--- src/rtl/reload_counter_if.sv ---
// Reload handshake bundle between the threshold controller (master, initiator)
// and the reload counter (slave, responder). Four-phase level req/ack plus the
// value the responder loads when it services a request.
interface reload_counter_if #(
   parameter int SIZE = 8
);
   logic            reload_req;
   logic            reload_ack;
   logic [SIZE-1:0] initval;

   modport master (
      output reload_req,
      output initval,
      input  reload_ack
   );

   modport slave (
      input  reload_req,
      input  initval,
      output reload_ack
   );
endinterface

--- src/rtl/reload_counter.sv ---
// Loadable up-counter answering reload requests over a four-phase req/ack
// handshake, followed by a hold-off window before counting resumes.
// Optional build macro: SATURATE_EN -- clamp at the maximum count instead of
// wrapping; wrap then pulses once on reaching the clamp.
//
// state       | meaning
// ------------+--------------------------------------------------------
// ST_COUNT    | normal operation, out advances by STEP when en is high
// ST_RELOAD   | load initval, raise ack
// ST_ACK_WAIT | ack held high until the initiator drops req
// ST_HOLD     | out frozen for HOLDOFF cycles; a new req restarts reload
module reload_counter #(
   parameter int SIZE    = 8,
   parameter int STEP    = 1,
   parameter int HOLDOFF = 2
) (
   input  logic            clk,
   input  logic            rst_n,
   input  logic            en,
   reload_counter_if.slave rif,
   output logic [SIZE-1:0] out,
   output logic            wrap,
   output logic            busy
);

   localparam int HW = (HOLDOFF > 0) ? $clog2(HOLDOFF + 1) : 1;

   typedef enum logic [1:0] {
      ST_COUNT    = 2'd0,
      ST_RELOAD   = 2'd1,
      ST_ACK_WAIT = 2'd2,
      ST_HOLD     = 2'd3
   } state_t;

   state_t        state;
   logic [HW-1:0] hold_cnt;
   logic [SIZE:0] sum;
`ifdef SATURATE_EN
   logic          sat;
`endif

   // Carry bit of sum marks an overflow past the top of the count range.
   assign sum  = {1'b0, out} + (SIZE + 1)'(STEP);
   assign busy = (state != ST_COUNT);

   // Sequencer: counting, reload handshake and hold-off window.
   always_ff @(posedge clk or negedge rst_n) begin
      if (!rst_n) begin
         state          <= ST_COUNT;
         out            <= '0;
         rif.reload_ack <= 1'b0;
         wrap           <= 1'b0;
         hold_cnt       <= '0;
`ifdef SATURATE_EN
         sat            <= 1'b0;
`endif
      end else begin
         wrap <= 1'b0;
         case (state)
            ST_COUNT: begin
               if (rif.reload_req) begin
                  state <= ST_RELOAD;
               end else if (en) begin
                  if (sum[SIZE]) begin
`ifdef SATURATE_EN
                     out <= '1;
                     sat <= 1'b1;
                     if (!sat) wrap <= 1'b1;
`else
                     out  <= sum[SIZE-1:0];
                     wrap <= 1'b1;
`endif
                  end else begin
                     out <= sum[SIZE-1:0];
                  end
               end
            end
            ST_RELOAD: begin
               out            <= rif.initval;
               rif.reload_ack <= 1'b1;
               state          <= ST_ACK_WAIT;
`ifdef SATURATE_EN
               sat            <= 1'b0;
`endif
            end
            ST_ACK_WAIT: begin
               if (!rif.reload_req) begin
                  rif.reload_ack <= 1'b0;
                  if (HOLDOFF == 0) begin
                     state <= ST_COUNT;
                  end else begin
                     hold_cnt <= HW'(HOLDOFF);
                     state    <= ST_HOLD;
                  end
               end
            end
            ST_HOLD: begin
               // A fresh request abandons the current window; it restarts
               // in full after the next handshake.
               if (rif.reload_req) begin
                  hold_cnt <= '0;
                  state    <= ST_RELOAD;
               end else if (hold_cnt == HW'(1)) begin
                  hold_cnt <= '0;
                  state    <= ST_COUNT;
               end else begin
                  hold_cnt <= hold_cnt - HW'(1);
               end
            end
            default: state <= ST_COUNT;
         endcase
      end
   end

endmodule

--- src/flat_wrapper.sv ---
// flat-port wrapper written by rule: the top's interface ports become plain ports
module reload_counter_flat 
#(
   parameter int SIZE    = 8,
   parameter int STEP    = 1,
   parameter int HOLDOFF = 2
)
  (clk, rst_n, en, out, wrap, busy, rif_reload_req, rif_initval, rif_reload_ack);
  reload_counter_if #(.SIZE(SIZE)) rif_i ();
  input  logic clk;
  input  logic rst_n;
  input  logic en;
  output logic [SIZE-1:0] out;
  output logic wrap;
  output logic busy;
  input wire logic [$bits(rif_i.reload_req)-1:0] rif_reload_req;
  input wire logic [$bits(rif_i.initval)-1:0] rif_initval;
  output wire logic [$bits(rif_i.reload_ack)-1:0] rif_reload_ack;
  assign rif_i.reload_req = rif_reload_req;
  assign rif_i.initval = rif_initval;
  assign rif_reload_ack = rif_i.reload_ack;
  reload_counter #(.SIZE(SIZE), .STEP(STEP), .HOLDOFF(HOLDOFF)) u_core (.clk(clk), .rst_n(rst_n), .en(en), .rif(rif_i), .out(out), .wrap(wrap), .busy(busy));
endmodule
--- config.mk ---
export PLATFORM = sky130hd
export DESIGN_NAME = reload_counter_flat
export DESIGN_NICKNAME = d
export VERILOG_FILES = /design/src/rtl/reload_counter_if.sv /design/src/rtl/reload_counter.sv /design/src/flat_wrapper.sv
export SDC_FILE = /design/constraint.sdc
export NUM_CORES = 1
export LEC_CHECK = 0
export ABC_AREA = 1
export CORE_ASPECT_RATIO = 1.2
export CORE_UTILIZATION = 45
export CTS_CLUSTER_SIZE = 10
export DETAILED_ROUTE_END_ITERATION = 8
export MAX_ROUTING_LAYER = met4
export PLACE_DENSITY_LB_ADDON = 0.08
export SYNTH_ARGS = -nofsm -noshare
export SYNTH_HDL_FRONTEND = slang
export SYNTH_SLANG_ARGS = --single-unit
--- constraint.sdc ---
create_clock -name clk -period 2.12 [get_ports clk]
set_input_delay 0.212 -clock clk [delete_from_list [all_inputs] [get_ports clk]]
set_output_delay 0.212 -clock clk [all_outputs]
set_load 0.01 [all_outputs]
After elaboration in Yosys (flattened, before gate mapping)
Cells that the tools add are included.
{ "totals": {"register_bits": 14, "input_bits": 12, "out_inout_bits": 11, "elab_cells": 43} }
{ "classes": {"addsub": 2, "n_eq_ne": 9, "mux": 18, "n_reduce_logical": 9} }
{ "op_table": {"columns": ["op", "count"], "rows": [
  ["2-to-1 mux 8 bit", 2],
  ["case mux 8 bit (2 select lines)", 1],
  ["2-to-1 mux 2 bit", 7],
  ["adder 8 x 1 -> 9 bit, second input constant", 1],
  ["inequality test 2 bit, second input constant", 4],
  ["case mux 2 bit (4 select lines)", 1],
  ["nonzero test 2 bit", 4],
  ["AND reduction 3 bit", 2],
  ["2-to-1 mux 1 bit", 5],
  ["== test 2 x 1 -> 1 bit, second input constant", 2],
  ["== test 2 bit, second input constant", 2],
  ["case mux 2 bit (2 select lines)", 1],
  ["AND reduction 2 bit", 2],
  ["inequality test 3 x 2 -> 1 bit, second input constant", 1],
  ["zero test 2 bit", 1],
  ["case mux 1 bit (2 select lines)", 1],
  ["subtractor 2 x 1 -> 2 bit, second input constant", 1]
]} }

Longest topological paths before layout
{ "depth": {"depth_word": 5, "depth_mapped": 10, "depth_no_buf": 9} }

Worst setup path before layout
Ideal clock, no wire load.
{ "synth_path": {"path_kind": "flip-flop to flip-flop", "start": "register u_core.state[0]", "end": "register u_core.out[2]", "setup_ns": 0.119, "arrival_time_ns": 1.201, "required_ns": 2.001, "path_slack_ns": 0.800, "stages_incl_launch_ff": 9, "path_buffers": 0, "cell_sequence": "dfrtp_1 -> inv_1 -> ha_1 -> inv_1 -> nand2_1 -> nand2_2 -> inv_1 -> nor2_1 -> o21a_1"} }
{ "synth_via": {"elab_chain_len": 3, "word_cells_on_any_way": 7} }
{ "synth_lines": {"columns": ["element", "line", "text"], "rows": [
  ["from (decl)", "reload_counter.sv:35", "state_t state;"],
  ["from (signal assigned)", "reload_counter.sv:49", "state <= ST_COUNT;"],
  ["from (signal assigned)", "reload_counter.sv:62", "state <= ST_RELOAD;"],
  ["from (signal assigned)", "reload_counter.sv:81", "state <= ST_ACK_WAIT;"],
  ["== test 2 x 1 -> 1 bit or zero test 2 bit (tied branches)", "reload_counter.sv:59", "case (state)"],
  ["nonzero test 2 bit (no source line) or inequality test 2 bit (tied branches)", null, null],
  ["AND reduction 3 bit (no source line)", null, null],
  ["to (signal assigned)", "reload_counter.sv:70", "out <= sum[SIZE-1:0];"],
  ["to (signal assigned)", "reload_counter.sv:74", "out <= sum[SIZE-1:0];"],
  ["to (signal assigned)", "reload_counter.sv:79", "out <= rif.initval;"],
  ["to (decl)", "reload_counter.sv:21", "output logic [SIZE-1:0] out,"]
]} }
Several ways; a longest one is shown, not always the timed one.
A chain may end at the register's enable or synchronous reset.

Worst setup path in the final report
{ "layout_path": {"start": "register u_core.state[0]", "end": "output port busy"} }
{ "layout_via": {"elab_chain_len": 1} }
{ "layout_lines": {"columns": ["element", "line", "text"], "rows": [
  ["nonzero test 2 bit", "reload_counter.sv:44", "assign busy = (state != ST_COUNT);"],
  ["to (decl)", "flat_wrapper.sv:15", "output logic busy;"]
]} }
No other way between the ends.

==> summary.md <==
| Metric | Value |
|---|---|
| Outcome | finished, final reports clean |
| Routed vias/inst | 5.11 |
| Area leader, netlist | dfrtp_1 |
| Number of max-cap violations | 0 |
| Number of post-CTS setup repair buffers | 0 |
| Synth Register Bits | 14 |
| Largest net degree at the start of global routing | 15 |
| Worst hold path class | primary input to async pin |
| Peak supply drop | 0.000763 V |
| Drt pass-1 iters | 4 |
| CP Max Fanout | 4 |
| Clock-pin slew on the worst setup and hold paths | about 0.090 ns |
| Die height | 51.2 µm |
| RSZ-0062 raised after global routing | no |
| Die ar. | 0.00220 mm² |
| Io pins | 23 |
| CP endpoint kind | output port |
| Die width | 43.0 µm |
| Placed cell areas | 0.00112 mm² |
| Post_cts resized | 0 |
| Skew final | 0.00356 ns |
| Ranking of synthesized cells by area | dfrtp_1 (39%), nand2_1 (14%), ha_1 (8.3%) |
| Leak | 0.546 nW |
| Synthesized instance count | 123 |
| Hold-fix buffers, CTS | 0 |
| Synth Warn # | 0 |
| PwrDens | 1470 mW/mm² |
| Total CTS buffers | 3 |
| Overall power | 1.70 mW |
| GR met3 Demand/Resource | 2.47% |
| Critical Path AT | 1.66 ns |
| GP Congestion | 0.816 |
| CTS tree | yes |
| Max H-tree Level | 1 |
| Core Rows | 17 |
| Syn Nets | 141 |
| Final Setup Violations | 0 |
| HPWL Detailed | 1490 µm |
| WL final | 1900 µm |
| ANT nets after route | 0 |
| Worst skew pair latency | between 0.2 and 0.3 ns |
| Syn avg cell area | 7.37 µm² |
| Antenna cells | 0 |
| Clk sinks | 14 |
| Share of cells above drive strength 1 | under 10% |
| Met1 Use GR | 22.4% |
| Area Overhead vs Synth | 27.2% |
| Headroom to the max-slew limit | about 58% |
| Post-Layout Inst Area | roughly 0.0012 mm² |
| Antenna violations before repair | 0 |
| Min cycle time layout | 1.87 ns |
| Slew of the pin with the lowest slew margin | 0.633 ns |
| # nets final | between 150 and 200 |
| Port buffer count | 22 |
| Final clock period utilization by the worst path | 88.3% |
| Vias in the first global route | 741 |
| Global-route wire length before repair | 3110 µm |
| Final Hold Viols | 0 |
| DRC Markers | 0 |
| Syn Std Cell Area | 907 µm² |
| CTS root buffer | clkbuf_4 |
| Top-area cell type share of the netlist area | 38.6% |
| Gr busiest metal | met2 |
| Worst EP required | approximately 1.9 ns |
| Met2 usage | 34.1% |
| Area of the core | 0.00187 mm² |
| Via count | 843 |
| Fmax | 0.534 GHz |
| Seq/Total Area, Yosys | between 30% and 40% |
| Setup TNS | 0 ns |
| Slew Limit Fails | 0 |
| Post-synth cell types | 20 |
| Clock tree buffer depth | 2 |
| First DRT Iteration DRCs | 21 |
| Total GRT Usage | 19.4% |
| Initial Utilization | 48.5% |
| Total global routing overflow | 0 |
| Drt wl/cell | 11.5 µm |
| Crit Path Class | flop to output port |
| Startpoint Class | flop |
==> layout by cell type, fill, tap and decap left out, types with 2 or more instances in the layout <==
cell and count:
ha_1 6, inv_1 13, nand2_1 33, inv_2 2, a21oi_1 6, nand3_1 8
o21ai_0 12, clkdlybuf4s50_1 22, o21ai_1 2, dfrtp_1 14, nor2_1 14, clkbuf_4 3
nand2_2 2
==> area by class of cell <==
type / instances / area [µm²]
Multi-Input combinational cell: 91 / 467
Inverter: 15 / 56.3
Sequential cell: 14 / 350
Timing Repair Buffer: 22 / 220
Tap cell: 19 / 23.8
Fill cell: 176 / 718
Clock buffer: 4 / 36.3
==> path summary, 6_finish.rpt <==
kind / startpoint / end / slack, ns / depth (start not counted)
worst max register to register: u_core.state[0] / u_core.out[2] / 0.55 / 8
worst max-delay path: u_core.state[0] / busy / 0.25 / 4
worst min-delay path: rst_n / u_core.out[6] / 0.32 / 1
max in group asynchronous: rst_n / u_core.hold_cnt[0] / 1.39 / 1
worst min register to register: u_core.hold_cnt[0] / u_core.hold_cnt[0] / 0.49 / 1
min in group clk: u_core.hold_cnt[0] / u_core.hold_cnt[0] / 0.49 / 1
==> state kept, by name (all words and copies together), names as in the netlist <==
name,flops
u_core.state,2
u_core.hold_cnt,2
u_core.rif.reload_ack,1
u_core.wrap,1
u_core.out,8
==> metrics by stage <==
stage          util (%)  setup slack (ns)  hold WS (ns)  std cells
3_5_place_dp       59.7             0.550         0.486        161
3_3_place_gp       59.7             0.565         0.463        161
4_1_cts            61.6             0.226         0.344        165
5_1_grt            61.6             0.180         0.381        165
2_1_floorplan         -             0.800       -0.0836        123
6_report           61.6             0.247         0.320        165
==> metal layers <==
metal  routed length (µm)  vias to the layer above
met5                    0                        -
met4                   25                        0
met3                   73                        4
met2                  978                       21
met1                  821                      382
li1                     -                      436
==> power breakdown <==
part           leakage (nW)  switching, mW  internal [mW]  total [mW]
Clock                0.0210         0.0854          0.104       0.190
Combinational         0.359          0.543          0.432       0.975
Sequential            0.166          0.138          0.396       0.533
==> logic make-up (layout without fill, tap and decap cells) <==
logic type / count (synthesis) / after routing / share of synthesized area (%)
buf+inv: 18 / 41 / 9.93
flops: 14 / 14 / 38.6
simple gates: 62 / 62 / 29.7
compound gates: 23 / 23 / 13.5
fa+ha+maj: 6 / 6 / 8.28
==> worst max-delay path, stage by stage, from the launching register on <==
cell             delay, ns
dfrtp_1               0.40
inv_1                 0.09
ha_1                  0.25
inv_1                 0.10
clkdlybuf4s50_1       0.54
==> cell usage after synthesis (all sizes together) <==
| cell type | n |
|---|---|
| nor3 | 1 |
| and3 | 1 |
| inv | 15 |
| buf | 3 |
| dfrtp | 14 |
| nand3 | 9 |
| nand2 | 35 |
| nor2 | 16 |
| a21oi | 6 |
| a31oi | 1 |
| ha | 6 |
| o21a | 1 |
| o21ai | 15 |
(Power assumes the default switching activity.)
==> variant 1: new RTL, same flow settings <==
The 4 states of `state_t` get a one-hot encoding in 4 bits.
--- a/src/rtl/reload_counter.sv
+++ b/src/rtl/reload_counter.sv
@@ -25,11 +25,11 @@
 
    localparam int HW = (HOLDOFF > 0) ? $clog2(HOLDOFF + 1) : 1;
 
-   typedef enum logic [1:0] {
-      ST_COUNT    = 2'd0,
-      ST_RELOAD   = 2'd1,
-      ST_ACK_WAIT = 2'd2,
-      ST_HOLD     = 2'd3
+   typedef enum logic [3:0] {
+      ST_COUNT    = 4'b0001,
+      ST_RELOAD   = 4'b0010,
+      ST_ACK_WAIT = 4'b0100,
+      ST_HOLD     = 4'b1000
    } state_t;
 
    state_t        state;
Behaviour: no difference found for any inputs over 10 cycles, from zero or initial values and one cycle with rst_n low; not proved beyond that.
==> variant 1 against the original RTL <==
- the run now ends with DRC left
- cell area grew 4.6%
- global-route usage up 1.5 points
- die area is 3.2% higher
- power decreased by 7.6%
- synthesized cell count increased by 5.7%
- routed wire length up 6.0%
- count of clock-buffer cells in the layout stayed put
- final cell count grew 5.5%
- combinational power fell by 17%
- synthesized area increased by 3.3%
- highest routed layer unchanged
- maximum frequency is 2.6% higher
- sequential cell count grew 2
- setup slack better by 0.047 ns
- largest cell class unchanged
- critical path depth did not move
==> variant 1: results <==
set metrics [dict create \
    status "finished, violations left" \
    violations "DRC" \
    critPathMaxFanout 3 \
    synth-seq-area-share_pct 42.9 \
    avgSynthCellArea_um2 7.21 \
    reg2reg_to "u_core.out[6]$_DFFE_PN0P_" \
    cts-htree-levels 1 \
    synth_area_leader_cell "dfrtp_1" \
    ys_warn_count 0 \
    drt_wl_total_um 2010 \
    skew_ns 0.00873 \
    synthesis.nets 144 \
    port_buffers 22 \
    grt_pass1_vias 848 \
    worstReg2RegStart "u_core.state[2]$_DFFE_PN0P_" \
    arrival_ns 1.61 \
    max_slew.worst_pin.slew_ns 0.722 \
    yosysTopAreaCellShare_pct 40.1 \
    antenna_cells 0 \
    hp-class "primary input to async pin" \
    dr.pass1.iters 6 \
    synth-async-reset-ratio_pct 100 \
    synth_common_cells "nand2_1 (43), dfrtp_1 (15), nand3_1 (14)" \
    clock_latency_ns 0.28 \
    yosysUniqueCellTypes 21 \
    cts_setup_buffers 0 \
    worst_r2r_path_depth 5 \
    antenna_found_initial 0 \
    grt_start_max_net_pins 17 \
    ctsResizeCount 0 \
    clock-root-buffer "clkbuf_4" \
    p_switching_mw 0.655 \
    clockBufferDepth 2 \
    cts-buffers-inserted 3 \
    drt-initial-drc-count 15 \
    via_per_inst 5.37 \
    grt_usage_pct 21.0 \
    clkTransAtPathRegs_ns 0.10 \
    dp_hpwl_um 1540 \
    rrSetupSlack_ns 0.55 \
    wl_per_cell_um 11.6 \
    max_cap_violations 0 \
    drive_above_1_share_pct 9.03 \
    final_nets 170 \
    grt_pass1_wl_um 3460 \
    drcViolationCount 1 \
    peakVddDrop_v 0.000875 \
    synth_area_leaders "dfrtp_1 (40%), nand2_1 (17%), nand3_1 (7.5%)" \
    p_leak_nw 0.601 \
    reg.largest.list "u_core.out: 8 flops, u_core.state: 4 flops, u_core.hold_cnt: 2 flops" \
    place_congestion 0.862 \
]
## variant 1: cell types whose count changed in the layout (fill, tap and decap cells not counted), sizes merged, moves of 2 or more
cell and delta:
a21oi -2, ha -4, nand2 +9, nand3 +5
nand4 +4, nor2 -2, o21ai -7, or2 +5
## variant 1: worst max path at each step
stage,from,end,slack (ns),cells after the start
4_1_cts,u_core.state[0]$_DFFE_PN1P_,busy,0.28,4
3_3_place_gp,u_core.state[2]$_DFFE_PN0P_,u_core.out[6]$_DFFE_PN0P_,0.60,5
5_1_grt,u_core.state[0]$_DFFE_PN1P_,busy,0.18,4
6_report,u_core.state[0]$_DFFE_PN1P_,busy,0.29,4
2_1_floorplan,u_core.state[0]$_DFFE_PN1P_,u_core.out[0]$_DFFE_PN0P_,0.87,7
3_5_place_dp,rif_reload_req,u_core.out[3]$_DFFE_PN0P_,0.58,6
## variant 1: layout make-up
type	instances	area, um^2
Clock buffer	4	36.3
Fill cell	171	687
Inverter	15	56.3
Multi-Input combinational cell	98	468
Sequential cell	16	402
Tap cell	19	23.8
Timing Repair Buffer	22	220
## variant 1: cell families after synthesis
family | share of synthesized area (%)
buf+inv | 7.21
compound gates | 7.21
fa+ha+maj | 2.67
simple gates | 40.1
flops | 42.9
## variant 1: power by group through the flow
stage | logic (mW) | registers [mW] | clock network (mW)
CTS | 0.821 | 0.557 | 0.202
global placement | 0.800 | 0.557 | 0
detailed placement | 0.818 | 0.564 | 0
floorplan | 0.489 | 0.575 | 0
finish | 0.814 | 0.556 | 0.199
global route | 0.936 | 0.582 | 0.213
## variant 1: per-layer routing
metal	routed length [um]	track usage (%)	share of wire [%]	up-vias
li1	-	-	-	464
met1	834	25.8	41	443
met2	1060	34.6	53	26
met4	26	9.38	1.3	0
met3	91	2.08	4.5	2
met5	0	-	0	-
## variant 1: critical path: stages, from the launching register on
cell	delay [ns]
dfstp_2	0.55
inv_1	0.06
nor2_2	0.14
nand2_1	0.11
clkdlybuf4s50_1	0.49
## variant 1: stage by stage
| stage | worst slack [ns] | cell area (um^2) | power, mW | hold slack (ns) |
|---|---|---|---|---|
| after global routing | 0.182 | 1210 | 1.73 | 0.436 |
| final | 0.295 | 1210 | 1.57 | 0.351 |
| after detailed placement | 0.583 | 1170 | 1.38 | 0.490 |
| after global placement | 0.595 | 1170 | 1.36 | 0.488 |
| after floorplan | 0.869 | 937 | 1.06 | -0.0836 |
| after CTS | 0.280 | 1210 | 1.58 | 0.377 |
==> variant 2: new RTL, config.mk and constraints unchanged <==
Without the edit above. The option `SATURATE_EN` is turned on by a define.
--- a/src/rtl/reload_counter.sv
+++ b/src/rtl/reload_counter.sv
@@ -9,6 +9,8 @@
 // ST_RELOAD   | load initval, raise ack
 // ST_ACK_WAIT | ack held high until the initiator drops req
 // ST_HOLD     | out frozen for HOLDOFF cycles; a new req restarts reload
+`define SATURATE_EN
+
 module reload_counter #(
    parameter int SIZE    = 8,
    parameter int STEP    = 1,
Function: changed (Yosys sat finds a counterexample within 10 cycles, from zero or initial values and one cycle with rst_n low).
==> variant 2 against the original RTL <==
- synthesized cell count increased by 8.1%
- setup slack gained 0.025 ns
- routed wire length up 5.3%
- die area rose by 8.1%
- count of clock-buffer cells in the layout is the same
- synthesized area is 8.4% higher
- power decreased by 2.0%
- utilization is 0.89 points lower
- via count increased by 5.5%
- cell area rose by 7.9%
- sequential cell count increased by 1
- critical path depth is the same
==> variant 2: results <==
set metrics [dict create \
    multi_input_area_share_pct 41.3 \
    reg2reg_to "u_core.out[6]$_DFFE_PN0P_" \
    clockBufferDepth 2 \
    dp_hpwl_um 1540 \
    place_congestion 0.800 \
    skew_ns 0.00189 \
    synth-seq-area-share_pct 38.2 \
    wl_met3_um 75 \
    status "completed" \
    buf_share_pct 17.7 \
    dr.pass1.iters 4 \
    grt_start_max_net_pins 16 \
    arrival_ns 1.64 \
    gr-usage-met3_pct 2.73 \
    combinationalPower_mw 0.958 \
    multi_input_gates 97 \
    synth_area_leaders "dfrtp_1 (38%), nand2_1 (13%), ha_1 (7.6%)" \
    worst_r2r_path_depth 10 \
    fin_cells 187 \
    p_leak_nw 0.626 \
    pre_cts_ws_ns 0.591 \
    clk_share_pct 2.11 \
    grt_pass1_wl_um 3390 \
    drcViolationCount 0 \
    grt_usage_pct 20.6 \
    ff_latch_area_um2 375 \
    grtUsageMet2_pct 36.5 \
    p_int_mw 0.914 \
    fill_cells 198 \
    num_vias 889 \
    synth_common_cells "nand2_1 (34), nor2_1 (20), dfrtp_1 (15), inv_1 (15), o21ai_0 (11)" \
    syn_inst 133 \
    post_dp_cell_area_mm2 0.00122 \
    slew_headroom_pct 52.6 \
    route.met2.wl_um 993 \
    hold_slack_ns 0.343 \
    synthesis.nets 151 \
    seqPwrFrac_pct 32.5 \
    drive_above_1_share_pct 10.2 \
    grt_pass1_vias 855 \
    grt_util_met1_pct 22.9 \
    nWellTaps 30 \
    cts_sinks 15 \
    clock_latency_ns 0.28 \
    fin_crit_sh_pct 87.1 \
    wl_met1_um 886 \
    drt-initial-drc-count 4 \
    drt_wl_total_um 2000 \
    rrSetupSlack_ns 0.61 \
    dp_cells 183 \
    powerSeq_mw 0.540 \
    yosysUniqueCellTypes 22 \
]
==> variant 2: cell count changes in the layout (fill, tap and decap cells not counted), sizes merged, moves of 3 or more <==
| cell | unedited run | this run |
|---|---|---|
| nor2 | 16 | 21 |
| nand2 | 35 | 38 |
| inv | 15 | 19 |
| nand3 | 9 | 6 |
==> variant 2: critical path, cell delays in order (launching register included) <==
cell and delay [ns]:
dfrtp_1 0.40, inv_1 0.09, ha_1 0.25, inv_2 0.08, clkdlybuf4s50_1 0.53
==> variant 2: cells by family (layout without fill, tap and decap cells) <==
logic type               after synthesis  in the layout  share of synthesized area, %
flip-flops                            15             15                          38.2
buffers and inverters                 21             45                          9.54
XOR/XNOR                               2              2                          1.78
adder cells (fa/ha/maj)                6              6                          7.63
AO/OA/AOI/OAI                         23             23                          13.0
AND/OR/NAND/NOR                       66             66                          29.9
